<file path="src/rtl/fetch_pkg.sv">
// fetch_pkg: shared types and constants for the instruction-fetch sequencer.
package fetch_pkg;
    typedef enum logic [1:0] {FETCH, HALTED, FAULT} fetch_state_t;
    typedef struct packed {
        logic [31:0] pc;
        logic [31:0] instr;
    } fetch_entry_t;
    localparam logic [31:0] NOP_INSTR = 32'h00000013;
endpackage

</file>
<file path="src/rtl/fetch_fifo.sv">
// fetch_fifo: small synchronous FIFO with push, pop and flush; head is the oldest entry.
module fetch_fifo
    import fetch_pkg::*;
#(
    parameter int DEPTH = 2,
    parameter type T = fetch_entry_t,
    localparam int CW = $clog2(DEPTH + 1)
) (
    input  logic          clk,
    input  logic          rst_n,
    input  logic          push,
    input  logic          pop,
    input  logic          flush,
    input  T              din,
    output T              head,
    output logic [CW-1:0] count
);
    localparam int PW = (DEPTH > 1) ? $clog2(DEPTH) : 1;
    T mem [DEPTH];
    logic [PW-1:0] rd, wr;
    logic [PW-1:0] rd_nxt, wr_nxt;
    assign rd_nxt = (rd == PW'(DEPTH - 1)) ? '0 : rd + 1'b1;
    assign wr_nxt = (wr == PW'(DEPTH - 1)) ? '0 : wr + 1'b1;
    assign head = mem[rd];
    always_ff @(posedge clk or negedge rst_n) begin
        if (!rst_n) begin
            rd    <= '0;
            wr    <= '0;
            count <= '0;
        end else if (flush) begin
            rd    <= '0;
            wr    <= '0;
            count <= '0;
        end else begin
            rd    <= pop ? rd_nxt : rd;
            wr    <= push ? wr_nxt : wr;
            count <= count + CW'(push) - CW'(pop);
        end
    end
    always_ff @(posedge clk) begin
        if (push) mem[wr] <= din;
    end
endmodule

</file>
<file path="src/rtl/fetch_ctrl.sv">
// fetch_ctrl: PC register, fetch FSM and FIFO control feeding decode over valid/ready.
// Define FETCH_BOUNDS_CHECK_EN to fault when the PC leaves the MEM_SIZE-word instr_mem.
module fetch_ctrl
    import fetch_pkg::*;
#(
    parameter logic [31:0] RESET_PC  = 32'h0000_0000,
    parameter int          MEM_SIZE  = 256,
    parameter int          BUF_DEPTH = 2
) (
    input  logic        clk,
    input  logic        rst_n,
    output logic [31:0] imem_addr,
    input  logic [31:0] imem_instr,
    input  logic        redirect_valid,
    input  logic [31:0] redirect_pc,
    input  logic        halt_req,
    output logic        out_valid,
    input  logic        out_ready,
    output logic [31:0] out_instr,
    output logic [31:0] out_pc,
    output logic [1:0]  fetch_state,
    output logic        fault
);
    localparam int CW = $clog2(BUF_DEPTH + 1);
`ifdef FETCH_BOUNDS_CHECK_EN
    localparam bit BOUNDS_EN = 1'b1;
`else
    localparam bit BOUNDS_EN = 1'b0;
`endif
    fetch_state_t  state, state_nxt;
    logic [31:0]   pc;
    logic [CW-1:0] count;
    fetch_entry_t  head;
    logic          push, pop, push_ok, oob;
    assign oob       = BOUNDS_EN && ({2'b00, pc[31:2]} >= 32'(MEM_SIZE));
    assign out_valid = count != '0;
    assign pop       = out_valid && out_ready;
    // A full FIFO still accepts a push when the head leaves on the same edge.
    assign push_ok   = (count < CW'(BUF_DEPTH)) || pop;
    assign imem_addr   = pc;
    assign out_instr   = out_valid ? head.instr : NOP_INSTR;
    assign out_pc      = out_valid ? head.pc : '0;
    assign fetch_state = state;
    assign fault       = state == FAULT;
    always_comb begin
        state_nxt = state;
        push      = 1'b0;
        if (redirect_valid) begin
            state_nxt = halt_req ? HALTED : FETCH;
        end else if (state == FETCH) begin
            state_nxt = halt_req ? HALTED : (oob ? FAULT : FETCH);
            push      = !halt_req && !oob && push_ok;
        end else if (state == HALTED) begin
            state_nxt = halt_req ? HALTED : FETCH;
        end
    end
    always_ff @(posedge clk or negedge rst_n) begin
        if (!rst_n) begin
            state <= FETCH;
            pc    <= RESET_PC;
        end else begin
            state <= state_nxt;
            pc    <= redirect_valid ? (redirect_pc & ~32'h3) : (push ? pc + 32'd4 : pc);
        end
    end
    fetch_fifo #(.DEPTH(BUF_DEPTH), .T(fetch_entry_t)) u_fifo (
        .clk   (clk),
        .rst_n (rst_n),
        .push  (push),
        .pop   (pop),
        .flush (redirect_valid),
        .din   ('{pc: pc, instr: imem_instr}),
        .head  (head),
        .count (count)
    );
endmodule
</file>
<file path="config.mk">
export PLATFORM = sky130hd
export DESIGN_NAME = fetch_ctrl
export DESIGN_NICKNAME = d
export VERILOG_FILES = /design/src/rtl/fetch_pkg.sv /design/src/rtl/fetch_fifo.sv /design/src/rtl/fetch_ctrl.sv
export SDC_FILE = /design/constraint.sdc
export NUM_CORES = 1
export LEC_CHECK = 0
export CAP_MARGIN = 40
export CORE_MARGIN = 3
export CORE_UTILIZATION = 40
export CTS_CLUSTER_SIZE = 40
export DETAILED_ROUTE_END_ITERATION = 16
export PLACE_DENSITY = 0.67
export SLEW_MARGIN = 20
export SYNTH_ARGS = -nofsm -noshare
export SYNTH_HDL_FRONTEND = slang
export SYNTH_SLANG_ARGS = --single-unit
</file>
<file path="constraint.sdc">
create_clock -name clk -period 8.6 [get_ports clk]
set_input_delay 0.86 -clock clk [delete_from_list [all_inputs] [get_ports clk]]
set_output_delay 0.86 -clock clk [all_outputs]
set_load 0.03 [all_outputs]
</file>
Word-level counts from Yosys, hierarchy flattened
Memory sizes are Yosys's and may differ from the RTL's.
Index checks and enable logic that the tools add are counted.
{"block": "totals", "regBits": 38, "ram_bits": 128, "input_bits": 69, "out_inout_bits": 100, "mem_count": 1}
{"block": "op_classes", "addsub": 5, "n_lt_le_gt_ge": 1, "eq_ne": 2, "n_mux": 19, "reduce_logical": 9}
{"name": "u_fifo.mem", "words": 2, "word_bits": 64, "rd": 1, "rd_ports_with_merged_regs": 0, "wr": 1, "line": "fetch_fifo.sv:19", "text": "T mem [DEPTH];"}
{"operator": "$mux W32", "n": 4}
{"operator": "$add A32 B3 Y32 const B", "n": 1}
{"operator": "$mux W1", "n": 11}
{"operator": "$mux W2", "n": 4}
{"operator": "$reduce_bool A2 Y1", "n": 3}
{"operator": "$reduce_bool A3 Y1", "n": 1}
{"operator": "$add A1 B1 Y1 const B", "n": 2}
{"operator": "$add A2 B1 Y2", "n": 1}
{"operator": "$eq A2 B1 Y1 const B", "n": 1}
{"operator": "$eq A2 B2 Y1 const B", "n": 1}
{"operator": "$logic_and A1 B1 Y1", "n": 2}
{"operator": "$logic_not A2 Y1", "n": 1}
{"operator": "$lt A2 B2 Y1 const B", "n": 1}
{"operator": "$sub A2 B1 Y2", "n": 1}
{"operator": "$logic_not A1 Y1", "n": 1}
{"operator": "$logic_or A1 B1 Y1", "n": 1}

Depth between registers and ports, before layout
{"block": "logic_depth", "word_depth": 9, "ltp_mapped": 8}

Hierarchy
A second synthesis with hierarchy kept.
{"block": "hier_totals", "hier_cells": 499, "area_unflattened_um2": 7372.1}
{"module": "fetch_fifo", "n_inst": 1, "cells_each": 216, "area_per_inst_um2": 5024.8}
{"module": "fetch_ctrl", "n_inst": 1, "cells_each": 283, "area_per_inst_um2": 2347.3}

Worst setup path before layout
No wires, ideal clock.
{"block": "synth_timing", "kind": "in2reg", "startpoint": "input port redirect_valid", "endpoint": "memory u_fifo.mem[0][0] in the netlist's numbering (enable)", "t_arrival_ns": 5.508, "slack_ns": 2.534, "stages": 3, "path_buffers": 2, "cell_sequence": "clkbuf_1 clkbuf_1 nor3_1"}
{"block": "synth_via", "elab_chain_len": 3}
{"item": "from (decl)", "line": "fetch_ctrl.sv:14", "text": "input logic redirect_valid,"}
{"item": "$mux W1", "line": "fetch_ctrl.sv:48", "text": "if (redirect_valid) begin"}
{"item": "$mux W1", "line": "fetch_fifo.sv:41", "text": "if (push) mem[wr] <= din;"}
{"item": "$mux W1 (implied by the code)", "line": "fetch_fifo.sv:41"}
{"item": "to (decl)", "line": "fetch_fifo.sv:19"}
Every way passes these cells.

Final worst setup path
{"block": "layout_timing", "startpoint": "register u_fifo.count[1]", "endpoint": "output port out_instr[1]"}
{"block": "layout_via", "elab_chain_len": 2}
{"item": "from (decl)", "line": "fetch_fifo.sv:16", "text": "output logic [CW-1:0] count"}
{"item": "from (signal assigned)", "line": "fetch_fifo.sv:37", "text": "count <= count + CW'(push) - CW'(pop);"}
{"item": "$reduce_bool A2 Y1", "line": "fetch_ctrl.sv:36", "text": "assign out_valid = count != '0;"}
{"item": "$mux W32", "line": "fetch_ctrl.sv:41", "text": "assign out_instr = out_valid ? head.instr : NOP_INSTR;"}
{"item": "to (decl)", "line": "fetch_ctrl.sv:19", "text": "output logic [31:0] out_instr,"}
Every way passes these cells.

==> flow_summary.yaml <==
synthesis:
  syn_inst: 493
  seq_area_frac_synth_pct: 68.5
  syn-cell-area_um2: 6710
  yosysWarnings: 0
  syn_area_per_cell_um2: 13.6
  synth_fa_ha_area_share_pct: 0.559
  synth_cell_types: 33
  synth.area.mux_share_pct: 10.0
  synth_top_family_by_area: "simple AND/OR/NAND/NOR gates"
  synth_xor_area_share_pct: 4.31
  synth-seq-cells: 159
  yosys.area_share.simple_pct: 12.1
  synth_compound_area_share_pct: 1.94
finish:
  syn_to_final_growth_pct: 36.0
  final_cell_mix: "clkdlybuf4s50_1 (158), edfxtp_1 (124), nor2_1 (68), mux2i_1 (65), nand2_1 (42)"
  num_antenna_cells: 0
  nFillCells: 1298
  seq_area_um2: 4600
  nNetsFinal: 726
  drive_above_1_share_pct: 7.80
  layout_commonest_cell: "clkdlybuf4s50_1"
  multi_input_comb_area_um2: 1980
  finish.utilization_pct: 56.4
critical_path:
  max_stage_delay_ns: 0.67
  r2r_end: "u_fifo.count[1]"
  worstPathRequired_ns: 7.74
  crit_start: "u_fifo.count[1]"
  cp.arrival_ns: 2.79
  reg2reg_depth: 9
  regToRegSetupSlack_ns: 5.91
  crit_fanout: 49
  critical-path-top-delay-family: "buffers and inverters"
  start_kind: "flop"
  crit_slowest_cell: "clkdlybuf4s50_1"
  path_class: "reg2out"
  cp_cell_sequence: "nor2_4 -> buf_4 -> inv_1 -> nand2_1 -> clkdlybuf4s50_1"
  worstReg2RegStart: "u_fifo.count[1]"
  crit_path_end_kind: "output pin"
  path_buf_inv: 3
floorplan:
  die_y_um: 136
  start_util_pct: 41.5
  pin_count: 169
  core_area_um2: 16200
  row_count: 46
  die_area_um2: 18400
  die_w_um: 136
global_route:
  grt_max_degree: 50
  grt_pass1_vias: 4379
  antenna_found_initial: 0
  grt_pass1_wl_um: 23700
  track_usage_pct: 16.7
  grt_remaining_overflow: 0
power_and_ir_drop:
  p_leak_nw: 3.07
  power_density_nw_per_um2: 285
  peakVddDrop_mv: 0.157
  total_power_w: 0.00260
cts:
  hold_buffers: 0
  clock_sinks: 159
  numCtsBuffers: 17
  cts_max_path_buffers: 2
  htree_num_levels: 4
  root_buffer: "clkbuf_16"
  clock_latency_ns: 0.41
  cts_resized: 0
  path_clk_slew_ns: 0.06
  cts_tree: "yes"
  cts_setup_buffers: 0
drt:
  routedWlPerCell_um: 17.1
  routed_wl_um: 15100
  detail-route-antenna-nets: 0
  drt_iter0_drc: 212
  route.vias.total: 4258
  firstDrtPassIters: 4
  drc: 0
  vias_per_cell: 4.82
timing:
  max_slew_margin_pct: 48.2
  max_freq_mhz: 274
  slew_violations: 0
  setup_ws_ns: 4.95
  rsz0062_at_grt: "false"
  post-route-min-period_ns: 3.65
  worst_pin_slew_ns: 0.766
  post-route-period-util_pct: 42.4
  hold_viol_final: 0
  final-setup-viol-count: 0
  skew_ns: 0.00529
  fin_tns_setup_ns: 0
hold_path:
  hp-class: "in2async"
place:
  place.gp.congestion: 0.807
  pre_cts_slack_ns: 5.33
  dp_hpwl_um: 10300
  port-buffer-count: 160
job:
  maxCapViolCount: 0
outcome:
  status: "complete, no violations"
-- registers in the layout (all words and copies together), names as in the netlist --
register	count
u_fifo.mem	124
u_fifo.rd	1
imem_addr	30
u_fifo.count	2
u_fifo.wr	1
fetch_state	1
-- metrics by stage --
step	area, um^2	cells	hold slack, ns
6_report	9130	883	0.273
5_1_grt	9130	883	0.258
4_1_cts	9110	882	0.549
3_5_place_dp	8560	850	0.533
3_3_place_gp	8490	847	0.527
2_1_floorplan	6730	498	0.524
-- worst register-to-register path: cells and delay by family (launching register included) --
family                     cells  cell delay [ns]
xor gates and xnor gates       1             0.15
adders and majority gates      2             0.47
buffers and inverters          3             0.84
DFF                            1             0.44
and+or+nand+nor                3             0.66
-- kinds of logic after synthesis --
| logic type | count (synthesis) |
|---|---|
| DFF | 159 |
| other | 1 |
| and+or+nand+nor | 168 |
| muxes | 67 |
| buffers and inverters | 36 |
| AOI/OAI and AO/OA | 26 |
| adders and majority gates | 3 |
| xor gates and xnor gates | 33 |
-- worst max path at each step --
stage | endpoint | slack [ns] | cells past startpoint
2_1_floorplan | u_fifo.mem[0][0] | 2.53 | 3
3_3_place_gp | out_instr[4] | 5.36 | 5
3_5_place_dp | out_instr[4] | 5.33 | 5
4_1_cts | out_instr[4] | 4.87 | 5
5_1_grt | out_instr[1] | 4.76 | 5
6_report | out_instr[1] | 4.95 | 5
-- Yosys cell counts --
cell type  instances  share of area, %
nand2b_1           1             0.093
xor2_1             8               1.0
nor4_2             8               1.5
xnor2_1           25               3.3
buf_2              2              0.15
or2_1              1             0.093
conb_1             1             0.056
buf_1              4              0.22
buf_6              1              0.17
o21ai_0            3              0.22
and3_1             5              0.47
o21ai_1           23               1.7
or3_1              2              0.19
nand4_1            8              0.75
mux2i_1           65               9.7
inv_1              6              0.34
dfrtp_1           35                13
nor2_1            69               3.9
nor3_1             8              0.60
nor2b_1            2              0.19
mux2_2             2              0.34
edfxtp_1         124                55
nand3_1           10              0.75
buf_4              6              0.67
nor4_1             2              0.19
clkbuf_1          17              0.95
or2_2              1             0.093
ha_1               3              0.56
nand2_1           42               2.3
and4_1             2              0.26
and2_1             5              0.47
nor4b_1            1              0.13
nand4b_1           1              0.13
-- final cells by class --
| class | instances | share of cell area (%) |
|---|---|---|
| Clock buffer | 22 | 4.98 |
| Clock inverter | 10 | 0.987 |
| Inverter | 6 | 0.247 |
| Multi-Input combinational cell | 303 | 21.7 |
| Sequential cell | 159 | 50.4 |
| Tap cell | 216 | 2.96 |
| Timing Repair Buffer | 167 | 18.7 |
-- routing by layer --
metal	wire length [um]	share of wire [%]	track usage, %
met1	7070	47	23.6
met2	7080	47	25.9
met3	780	5.2	3.86
met4	178	1.2	5.21
met5	0	0	0
-- report_power, final --
part / internal (W) / total [W] / switching, W
combinational: 0.000396 / 0.000968 / 0.000571
sequential: 0.000877 / 0.000939 / 0.0000618
clock: 0.000404 / 0.000693 / 0.000289
No activity file was read; power rests on OpenSTA's default activity.
